### config.mk
export PLATFORM = sky130hd
export DESIGN_NAME = muldiv_sequencer_flat
export DESIGN_NICKNAME = d
export VERILOG_FILES = /design/src/rtl/muldiv_sequencer_if.sv /design/src/rtl/muldiv_sequencer.sv /design/src/flat_wrapper.sv
export SDC_FILE = /design/constraint.sdc
export NUM_CORES = 1
export LEC_CHECK = 0
export CAP_MARGIN = 15
export CORE_MARGIN = 4
export CORE_UTILIZATION = 50
export CTS_CLUSTER_DIAMETER = 200
export DETAILED_ROUTE_END_ITERATION = 12
export PLACE_DENSITY = 0.71
export SETUP_SLACK_MARGIN = 0.02
export SLEW_MARGIN = 40
export SYNTH_ARGS = -nofsm -noshare
export SYNTH_HDL_FRONTEND = slang
export SYNTH_SLANG_ARGS = --single-unit
### constraint.sdc
create_clock -name clk -period 6.9 [get_ports clk]
set_input_delay 1.38 -clock clk [delete_from_list [all_inputs] [get_ports clk]]
set_output_delay 1.38 -clock clk [all_outputs]
set_load 0.02 [all_outputs]
### src/rtl/muldiv_sequencer_if.sv
// -----------------------------------------------------------------------------
// muldiv_sequencer_if
//   Request/result bundle between the EX-stage control path and the
//   multi-cycle multiply/divide engine.
//
//   Signals driven by the control path (master):
//     start, func, op_a, op_b, flush
//   Signals driven by the engine (slave):
//     stall, busy, done, result_lo, result_hi, div_zero, div_ovf
// -----------------------------------------------------------------------------
interface muldiv_sequencer_if #(
    parameter int WIDTH = 16
);
    logic             start;
    logic [3:0]       func;
    logic [WIDTH-1:0] op_a;
    logic [WIDTH-1:0] op_b;
    logic             flush;

    logic             stall;
    logic             busy;
    logic             done;
    logic [WIDTH-1:0] result_lo;
    logic [WIDTH-1:0] result_hi;
    logic             div_zero;
    logic             div_ovf;

    modport master (
        output start, func, op_a, op_b, flush,
        input  stall, busy, done, result_lo, result_hi, div_zero, div_ovf
    );

    modport slave (
        input  start, func, op_a, op_b, flush,
        output stall, busy, done, result_lo, result_hi, div_zero, div_ovf
    );
endinterface

### src/rtl/muldiv_sequencer.sv
// -----------------------------------------------------------------------------
// muldiv_sequencer
//   Iterative signed multiply (radix-2 shift-add) and signed divide
//   (restoring) engine. Operands are reduced to magnitudes on start, the
//   sequence runs one bit per cycle, and a final FIX cycle applies signs and
//   registers the 2*WIDTH result.
//
//   Ports:
//     clk    - system clock, rising edge
//     reset  - asynchronous, active-low reset
//     bus    - muldiv_sequencer_if.slave (start/func/op_a/op_b/flush in,
//              stall/busy/done/result_lo/result_hi/div_zero/div_ovf out)
//
//   Timing: start accepted at cycle 0 -> done during cycle WIDTH+2.
//   Divide by zero short-cuts to DONE, so done appears during cycle 1.
// -----------------------------------------------------------------------------
module muldiv_sequencer #(
    parameter int WIDTH = 16,
    parameter int CNT_W = 5
) (
    input logic                clk,
    input logic                reset,
    muldiv_sequencer_if.slave  bus
);

    localparam logic [3:0]       FUNC_MUL = 4'b0100;
    localparam logic [3:0]       FUNC_DIV = 4'b1000;
    localparam logic [WIDTH-1:0] MIN_VAL  = {1'b1, {(WIDTH-1){1'b0}}};

    typedef enum logic [1:0] {
        IDLE = 2'd0,
        CALC = 2'd1,
        FIX  = 2'd2,
        DONE = 2'd3
    } state_t;

    state_t state_q, state_d;

    // Datapath state. For multiply acc_lo starts as the multiplier and
    // operand holds the multiplicand; for divide acc_lo starts as the
    // dividend (becomes the quotient), acc_hi is the partial remainder and
    // operand holds the divisor.
    logic [CNT_W-1:0] cnt_q;
    logic [WIDTH-1:0] acc_hi_q, acc_lo_q, operand_q;
    logic             is_div_q, neg_lo_q, neg_hi_q, ovf_pend_q;
    logic [WIDTH-1:0] result_lo_q, result_hi_q;
    logic             div_zero_q, div_ovf_q;

    // Request decode
    logic             func_mul, func_div, func_valid, b_zero, min_by_neg1;
    logic             a_neg, b_neg;
    logic [WIDTH-1:0] a_mag, b_mag;

    assign func_mul    = (bus.func == FUNC_MUL);
    assign func_div    = (bus.func == FUNC_DIV);
    assign func_valid  = func_mul | func_div;
    assign b_zero      = (bus.op_b == '0);
    assign min_by_neg1 = (bus.op_a == MIN_VAL) && (&bus.op_b);
    assign a_neg       = bus.op_a[WIDTH-1];
    assign b_neg       = bus.op_b[WIDTH-1];
    // |MIN| negates back to MIN, which is the correct unsigned magnitude.
    assign a_mag       = a_neg ? -bus.op_a : bus.op_a;
    assign b_mag       = b_neg ? -bus.op_b : bus.op_b;

    // ---------------------------------------------------------------- FSM
    logic launch, stall;

    always_ff @(posedge clk or negedge reset) begin
        if (!reset) state_q <= IDLE;
        else        state_q <= state_d;
    end

    // NOTE: every variable written here gets a default first, so no path
    // leaves it unassigned and no latch is inferred.
    always_comb begin
        state_d = state_q;
        launch  = 1'b0;
        stall   = 1'b0;
        unique case (state_q)
            IDLE: begin
                stall = bus.start & func_valid;
                if (bus.start && func_valid && !bus.flush) begin
                    launch  = 1'b1;
                    state_d = (func_div && b_zero) ? DONE : CALC;
                end
            end
            CALC: begin
                stall = 1'b1;
                if (bus.flush)        state_d = IDLE;
                else if (cnt_q == '0) state_d = FIX;
            end
            FIX: begin
                stall   = 1'b1;
                state_d = bus.flush ? IDLE : DONE;
            end
            DONE:    state_d = IDLE;
            default: state_d = IDLE;
        endcase
    end

    // ------------------------------------------------------ iteration step
    logic [WIDTH:0]   mul_sum, div_shift, div_diff;
    logic [WIDTH-1:0] step_hi, step_lo;

    always_comb begin
        mul_sum   = {1'b0, acc_hi_q} + (acc_lo_q[0] ? {1'b0, operand_q} : '0);
        div_shift = {acc_hi_q, acc_lo_q[WIDTH-1]};
        div_diff  = div_shift - {1'b0, operand_q};
        if (!is_div_q) begin
            // {carry, acc_hi, acc_lo} shifted right by one
            step_hi = mul_sum[WIDTH:1];
            step_lo = {mul_sum[0], acc_lo_q[WIDTH-1:1]};
        end else if (!div_diff[WIDTH]) begin
            step_hi = div_diff[WIDTH-1:0];
            step_lo = {acc_lo_q[WIDTH-2:0], 1'b1};
        end else begin
            step_hi = div_shift[WIDTH-1:0];
            step_lo = {acc_lo_q[WIDTH-2:0], 1'b0};
        end
    end

    // ------------------------------------------------------- sign fix-up
    logic [2*WIDTH-1:0] prod;
    logic [WIDTH-1:0]   fix_hi, fix_lo;

    always_comb begin
        prod = {acc_hi_q, acc_lo_q};
        if (!is_div_q) begin
            if (neg_lo_q) prod = -prod;
            fix_hi = prod[2*WIDTH-1:WIDTH];
            fix_lo = prod[WIDTH-1:0];
        end else begin
            fix_lo = neg_lo_q ? -acc_lo_q : acc_lo_q;
            fix_hi = neg_hi_q ? -acc_hi_q : acc_hi_q;
        end
    end

    // ------------------------------------------------------------ datapath
    // NOTE: sequential state uses non-blocking assignments so every register
    // samples pre-edge values regardless of statement order.
    always_ff @(posedge clk or negedge reset) begin
        if (!reset) begin
            cnt_q       <= '0;
            acc_hi_q    <= '0;
            acc_lo_q    <= '0;
            operand_q   <= '0;
            is_div_q    <= 1'b0;
            neg_lo_q    <= 1'b0;
            neg_hi_q    <= 1'b0;
            ovf_pend_q  <= 1'b0;
            result_lo_q <= '0;
            result_hi_q <= '0;
            div_zero_q  <= 1'b0;
            div_ovf_q   <= 1'b0;
        end else if (launch) begin
            cnt_q      <= CNT_W'(WIDTH-1);
            is_div_q   <= func_div;
            neg_lo_q   <= a_neg ^ b_neg;
            neg_hi_q   <= a_neg;
            ovf_pend_q <= func_div & min_by_neg1;
            acc_hi_q   <= '0;
            acc_lo_q   <= func_div ? a_mag : b_mag;
            operand_q  <= func_div ? b_mag : a_mag;
            if (func_div && b_zero) begin
                // Zero divisor goes straight to DONE, so results land now.
                result_lo_q <= '1;
                result_hi_q <= bus.op_a;
                div_zero_q  <= 1'b1;
                div_ovf_q   <= 1'b0;
            end
        end else if (state_q == CALC && !bus.flush) begin
            acc_hi_q <= step_hi;
            acc_lo_q <= step_lo;
            cnt_q    <= cnt_q - 1'b1;
        end else if (state_q == FIX && !bus.flush) begin
            result_lo_q <= fix_lo;
            result_hi_q <= fix_hi;
            div_zero_q  <= 1'b0;
            div_ovf_q   <= ovf_pend_q;
        end
    end

    assign bus.stall     = stall;
    assign bus.busy      = (state_q != IDLE);
    assign bus.done      = (state_q == DONE);
    assign bus.result_lo = result_lo_q;
    assign bus.result_hi = result_hi_q;
    assign bus.div_zero  = div_zero_q;
    assign bus.div_ovf   = div_ovf_q;

endmodule

### src/flat_wrapper.sv
// flat-port wrapper written by rule: the top's interface ports become plain ports
module muldiv_sequencer_flat 
#(
    parameter int WIDTH = 16,
    parameter int CNT_W = 5
)
  (clk, reset, bus_start, bus_func, bus_op_a, bus_op_b, bus_flush, bus_stall, bus_busy, bus_done, bus_result_lo, bus_result_hi, bus_div_zero, bus_div_ovf);
  muldiv_sequencer_if #(.WIDTH(WIDTH)) bus_i ();
  input logic clk;
  input logic reset;
  input wire logic [$bits(bus_i.start)-1:0] bus_start;
  input wire logic [$bits(bus_i.func)-1:0] bus_func;
  input wire logic [$bits(bus_i.op_a)-1:0] bus_op_a;
  input wire logic [$bits(bus_i.op_b)-1:0] bus_op_b;
  input wire logic [$bits(bus_i.flush)-1:0] bus_flush;
  output wire logic [$bits(bus_i.stall)-1:0] bus_stall;
  output wire logic [$bits(bus_i.busy)-1:0] bus_busy;
  output wire logic [$bits(bus_i.done)-1:0] bus_done;
  output wire logic [$bits(bus_i.result_lo)-1:0] bus_result_lo;
  output wire logic [$bits(bus_i.result_hi)-1:0] bus_result_hi;
  output wire logic [$bits(bus_i.div_zero)-1:0] bus_div_zero;
  output wire logic [$bits(bus_i.div_ovf)-1:0] bus_div_ovf;
  assign bus_i.start = bus_start;
  assign bus_i.func = bus_func;
  assign bus_i.op_a = bus_op_a;
  assign bus_i.op_b = bus_op_b;
  assign bus_i.flush = bus_flush;
  assign bus_stall = bus_i.stall;
  assign bus_busy = bus_i.busy;
  assign bus_done = bus_i.done;
  assign bus_result_lo = bus_i.result_lo;
  assign bus_result_hi = bus_i.result_hi;
  assign bus_div_zero = bus_i.div_zero;
  assign bus_div_ovf = bus_i.div_ovf;
  muldiv_sequencer #(.WIDTH(WIDTH), .CNT_W(CNT_W)) u_core (.clk(clk), .reset(reset), .bus(bus_i));
endmodule
==> metrics.md, run 1 <==
| Metric | Value |
|---|---|
| Relative slew slack | 46.8% |
| Number of global-route vias before repair | 6609 |
| Die Ht | 133 um |
| Die Span X | 133 um |
| VDD IR max | 0.427 mV |
| Type of the worst setup path | in2out |
| Slew of the pin with the lowest slew margin | 0.792 ns |
| Area delta synth->final | 14.7% |
| Routed WL | 22900 um |
| Crit. End Element | primary output |
| Clk Latency, worst-skew pair | 0.35 ns |
| Synth Area in Compound Gates | 23.8% |
| Synth Instances | 988 |
| Core box area | 15300 um2 |
| DP Wirelength | 17200 um |
| Share of layout cells above drive strength 1 | 4.73% |
| 1st-iter DRT viols | 987 |
| XOR/XNOR share of the synthesized area | 8.07% |
| Largest net degree at the start of global routing | 66 |
| First drt pass iteration count | 5 |
| Mean Syn Cell Area | 7.91 um2 |
| Placed insts | 1232 |
| Synth area leader | dfrtp_1 |
| Layout Cell Area excl Fill | 8960 um2 |
| PnR worst setup slack | 2.28 ns |
| Sequential area share after synthesis | 29.8% |
| # DRC | 0 |
| Pwr dens | 476 nW/um2 |
| Final-report setup violation count | 0 |
| Filler cells | 1416 |
| Setup bufs post-CTS | 0 |
| Hold_buf cts | 0 |
| Die area | 17700 um2 |
| Leak | 3.79 nW |
| Nets@finish | 1118 |
| Synth area leaders | dfrtp_1 (30%), ha_1 (7.0%), o21ai_0 (6.0%) |
| Clock Path Buffers | 2 |
| CTS clock-pin slew for the worst setup and hold paths | 0.07 ns |
| Unrepaired setup endpoints after global routing | no |
| Clock Skew | 0.00773 ns |
| Synthesis-stage register bit count | 93 |
| Post-synthesis simple-gate area fraction | 22.1% |
| Mapped cell area | 7810 um2 |
| Num ports | 77 |
| Clock tree from TritonCTS | yes |
| Avg Vias per Cell | 6.03 |
| Gates resized, CTS repair | 0 |
| CP Data Arrival Time | 3.24 ns |
| Largest family of logic cells by synthesized area | compound AO/OA/AOI/OAI gates |
| Run status | finished, final reports clean |
| Power Total | 4.27 mW |
| Clock Sink Count | 93 |
| Util after Layout | 58.7% |
| Num rows | 45 |
| HP Class | reg2reg |
| Wire length per cell | 18.4 um |
| Area share of the leading cell type in the synthesized netlist | 29.8% |
| Multiplexer share of the synthesized area | 3.49% |
| RePlAce Congestion | 0.895 |
| Count of cell types in the netlist | 72 |
| Maximum fanout along the worst path | 7 |
| Initial antenna violation count | 0 |
| TritonCTS Buffers | 9 |
| CP Launch Type | primary input |
| Post-placement cell area | 8680 um2 |
| Period utilization | 67.0% |
| CTS H-tree lvls | 3 |
| Final hold slack | 0.484 ns |
| Synth Area in Adders | 7.56% |
| Total GRT Usage | 25.5% |
| Slew Limit Fails | 0 |
| Setup_tns | 0 ns |
| Post-synth EDFFs | 0 |
| Worst EP required | 5.52 ns |
| Synth Warn # | 0 |
| Clock Tree Root | clkbuf_16 |
| Initial Util | 51.2% |
| Place WS | 2.29 ns |
| Fin. Hold Viols | 0 |
| I/O Buffers | 76 |
| Grt ovf | 0 |
| Synthesized net count | 1074 |
| Register area | 2330 um2 |
| Final worst path period need | 4.62 ns |
| Fmax achieved | 216 MHz |
| Antenna viol nets, final | 0 |
| Global-route wire length before repair | 36500 um |
| Final non-filler cell total | 1248 |
| # Max-Cap Violations | 0 |
| # diodes | 0 |
| Post-synth top flop | dfrtp_1 |
| Vias | 7522 |
| Ys async rst share | 100% |
| Multi-input gate area | 5090 um2 |
area by class of cell:
class / count / share of cell area (%)
sequential: 93 / 26.0
inverter: 44 / 1.84
timing repair buffer: 85 / 9.26
tap: 211 / 2.95
multi-input combinational: 799 / 56.8
clock buffer: 10 / 2.55
clock inverter: 6 / 0.586
critical path: stages:
cell and delay (ns):
clkdlybuf4s50_1 0.53, xor2_1 0.22, and4_1 0.36, nor2_1 0.07, nor2_1 0.08, clkdlybuf4s50_1 0.60
cell families (layout without fill, tap and decap cells):
kind of cell | after synthesis | count (layout)
buf+inv | 96 | 145
xor+xnor | 72 | 72
compound gates | 303 | 303
fa+ha+maj | 46 | 46
flops | 93 | 93
simple gates | 351 | 351
mux | 27 | 27
flip-flops by register name (all words and copies together), names as in the netlist:
signal,count
u_core.bus.result_hi,16
u_core.bus.div_ovf,1
u_core.bus.result_lo,16
u_core.state_q,2
u_core.is_div_q,1
u_core.cnt_q,5
u_core.operand_q,16
u_core.acc_lo_q,16
u_core.neg_lo_q,1
u_core.neg_hi_q,1
u_core.ovf_pend_q,1
u_core.bus.div_zero,1
u_core.acc_hi_q,16
power breakdown:
group,switching (mW),total (mW),internal [mW]
combinational,1.55,2.68,1.14
clock,0.240,0.491,0.251
sequential,0.307,1.09,0.787
total,2.09,4.27,2.18
cells in the mapped netlist (all sizes together) (11+ instances only):
master / instances
xnor2: 38
nor3: 34
a31oi: 12
dfrtp: 93
xor2: 34
nand2b: 11
a21oi: 90
o31ai: 13
mux2i: 25
o21ai: 102
or3: 19
ha: 44
nand2: 103
buf: 17
nor2: 106
inv: 43
clkbuf: 35
nand3: 16
final timing paths:
check | depth (start not counted) | end | start | slack [ns]
setup / recovery | 6 | bus_stall | bus_func[2] | 2.28
hold / removal | 1 | u_core.bus.div_zero$_DFFE_PN0P_ | u_core.bus.div_zero$_DFFE_PN0P_ | 0.48
setup reg to reg | 11 | u_core.acc_hi_q[14]$_DFFE_PN0P_ | u_core.acc_lo_q[0]$_DFFE_PN0P_ | 3.18
hold reg to reg | 1 | u_core.bus.div_zero$_DFFE_PN0P_ | u_core.bus.div_zero$_DFFE_PN0P_ | 0.48
max in group asynchronous | 2 | u_core.operand_q[13]$_DFFE_PN0P_ | reset | 5.01
min in group asynchronous | 1 | u_core.bus.result_lo[11]$_DFFE_PN0P_ | reset | 0.94
per-layer routing:
layer,vias to the layer above,routed length [um],global-route usage [%]
li1,3637,-,-
met1,3581,11300,41.1
met2,287,9640,35.8
met3,17,1750,3.80
met4,0,254,4.91
met5,-,0,0
layout by cell type, fill, tap and decap left out, types with 25 or more instances in the layout:
cell type,Yosys,routed
inv_1,43,43
nor3_1,32,32
xnor2_1,38,38
nand2_1,103,103
xor2_1,34,34
a21oi_1,87,87
clkdlybuf4s50_1,0,75
nor2_1,105,102
mux2i_1,25,25
ha_1,44,44
dfrtp_1,93,93
o21ai_0,94,94
No activity file was read; power rests on OpenSTA's default activity.
==> run 2, diff against run 1 <==
--- a/config.mk
+++ b/config.mk
@@ -10,7 +10,7 @@
 export CORE_UTILIZATION = 50
 export CTS_CLUSTER_DIAMETER = 200
 export DETAILED_ROUTE_END_ITERATION = 12
-export PLACE_DENSITY = 0.71
+export PLACE_DENSITY = 0.74
 export SETUP_SLACK_MARGIN = 0.02
 export SLEW_MARGIN = 40
 export SYNTH_ARGS = -nofsm -noshare
==> constraint.sdc (replaced) <==
create_clock -name clk -period 3.78 [get_ports clk]
set_input_delay 0.756 -clock clk [delete_from_list [all_inputs] [get_ports clk]]
set_output_delay 0.756 -clock clk [all_outputs]
set_load 0.02 [all_outputs]
==> metrics.md, run 2 (synthesis gave the netlist of run 1 again) <==
| Metric | Value |
|---|---|
| Run status | finished, final reports clean |
| Nets@finish | 1132 |
| Gates resized, CTS repair | 0 |
| Initial Util | 51.2% |
| Clock power share | 12.9% |
| Net Sw Frac | 47.9% |
| Clk Latency, worst-skew pair | 0.35 ns |
| Psw | 3.85 mW |
| P_int | 4.19 mW |
| Global-route wire length before repair | 38100 um |
| Share of layout cells above drive strength 1 | 5.90% |
| CP Data Arrival Time | 2.61 ns |
| Clock Path Buffers | 2 |
| Fmax achieved | 297 MHz |
| I/O Buffers | 76 |
| Vias | 7695 |
| First drt pass iteration count | 7 |
| Power share of the sequential group | 24.8% |
| Crit. End Element | primary output |
| Final hold slack | 0.408 ns |
| Avg Vias per Cell | 6.10 |
| Grt ovf | 0 |
| Total GRT Usage | 26.5% |
| Pwr dens | 881 nW/um2 |
| TritonCTS Buffers | 9 |
| Core box area | 15300 um2 |
| CTS H-tree lvls | 3 |
| Wire length per cell | 18.7 um |
| Routed WL | 23600 um |
| RePlAce Congestion | 0.969 |
| 1st-iter DRT viols | 876 |
| Hold_buf cts | 0 |
| Largest stage delay, worst path | 0.60 ns |
| Worst EP required | 3.02 ns |
| Die Ht | 133 um |
| # DRC | 0 |
| Antenna viol nets, final | 0 |
| Maximum fanout along the worst path | 7 |
| Die area | 17700 um2 |
| Clock Sink Count | 93 |
| Final-report setup violation count | 0 |
| Period utilization | 89.0% |
| Leak | 3.90 nW |
| Number of global-route vias before repair | 7093 |
| CP Launch Type | primary input |
| Num ports | 77 |
| Initial antenna violation count | 0 |
| CP max stage cell | clkdlybuf4s50_1 |
| Unrepaired setup endpoints after global routing | no |
| # diodes | 0 |
| # Max-Cap Violations | 0 |
| VDD IR max | 0.749 mV |
| Setup bufs post-CTS | 0 |
| Commonest non-fill, non-tap cells in the layout | nand2_1 (103), nor2_1 (103), o21ai_0 (94), dfrtp_1 (93), a21oi_1 (87) |
| Largest net degree at the start of global routing | 47 |
| Relative slew slack | 43.4% |
| Type of the worst setup path | in2out |
| Clock Tree Root | clkbuf_16 |
| Slew Limit Fails | 0 |
| Slew of the pin with the lowest slew margin | 0.842 ns |
| Fin. Hold Viols | 0 |
| Setup_tns | 0 ns |
| HP Class | in2async |
| Combinational share of power | 62.3% |
| Die Span X | 133 um |
| Critical-path cell list | clkdlybuf4s50_1, xor2_1, and4_1, nor2_1, nor2_1, clkdlybuf4s50_1 |
| Clock tree from TritonCTS | yes |
| Num rows | 45 |
| DP Wirelength | 17600 um |
| Area delta synth->final | 16.8% |
| Clock Skew | 0.00864 ns |
| CTS clock-pin slew for the worst setup and hold paths | 0.07 ns |
| Final worst path period need | 3.36 ns |
[run 2: cell types whose count changed in the layout (fill, tap and decap cells not counted), sizes merged]
| cell | change |
|---|---|
| inv | -2 |
| buf | +14 |
| clkbuf | +2 |
| bufinv | +2 |
| clkinvlp | -2 |
[run 2: path summary, 6_finish.rpt]
check                                               start                         endpoint  slack (ns)  cells after the start
max                                           bus_func[2]                        bus_stall        0.42                      6
min                                                 reset   u_core.acc_lo_q[1]$_DFFE_PN0P_        0.41                      1
max reg2reg                u_core.acc_lo_q[0]$_DFFE_PN0P_  u_core.acc_hi_q[14]$_DFFE_PN0P_        0.49                     12
min reg2reg                 u_core.ovf_pend_q$_DFFE_PN0P_   u_core.bus.div_ovf$_DFFE_PN0P_        0.48                      2
max in group asynchronous                           reset  u_core.acc_hi_q[12]$_DFFE_PN0P_        2.59                      2
min in group clk            u_core.ovf_pend_q$_DFFE_PN0P_   u_core.bus.div_ovf$_DFFE_PN0P_        0.48                      2
[run 2: routing by layer]
metal	share of wire [%]	wire length [um]	GRT usage (%)
met5	0	0	0
met4	2.6	622	9.06
met3	8.3	1950	3.76
met2	43	10100	37.6
met1	46	10900	41.1
[run 2: power groups by stage]
stage          combinational [mW]  sequential [mW]  clock [mW]
6_report                     5.01             1.99        1.04
5_1_grt                      5.53             2.04        1.08
4_1_cts                      4.96             1.97        1.04
3_5_place_dp                 4.92             1.97           0
3_3_place_gp                 4.84             1.97           0
2_1_floorplan                3.46             1.96           0
[run 2: layout make-up]
cell class                      count  area [um2]
Clock inverter                      4        77.6
Clock buffer                       12         256
Inverter                           44         165
Fill cell                        1392        6130
Sequential cell                    93        2330
Tap cell                          211         264
Timing Repair Buffer               99         943
Multi-Input combinational cell    799        5090
[run 2: stage by stage]
stage	std cells	total power [mW]	utilization, %	setup WS [ns]	area, um2
after global placement	1246	6.81	57.6	0.431	8790
after global routing	1262	8.66	59.8	0.141	9130
after floorplan	988	5.42	-	0.955	7810
after detailed placement	1246	6.88	57.6	0.374	8790
after CTS	1262	7.97	59.8	0.412	9120
final	1262	8.04	59.8	0.416	9130
[run 2: worst max-delay path: cells and delay by family]
family / cells / cell delay [ns]
buffers and inverters: 2 / 1.12
and+or+nand+nor: 3 / 0.52
xor gates and xnor gates: 1 / 0.22
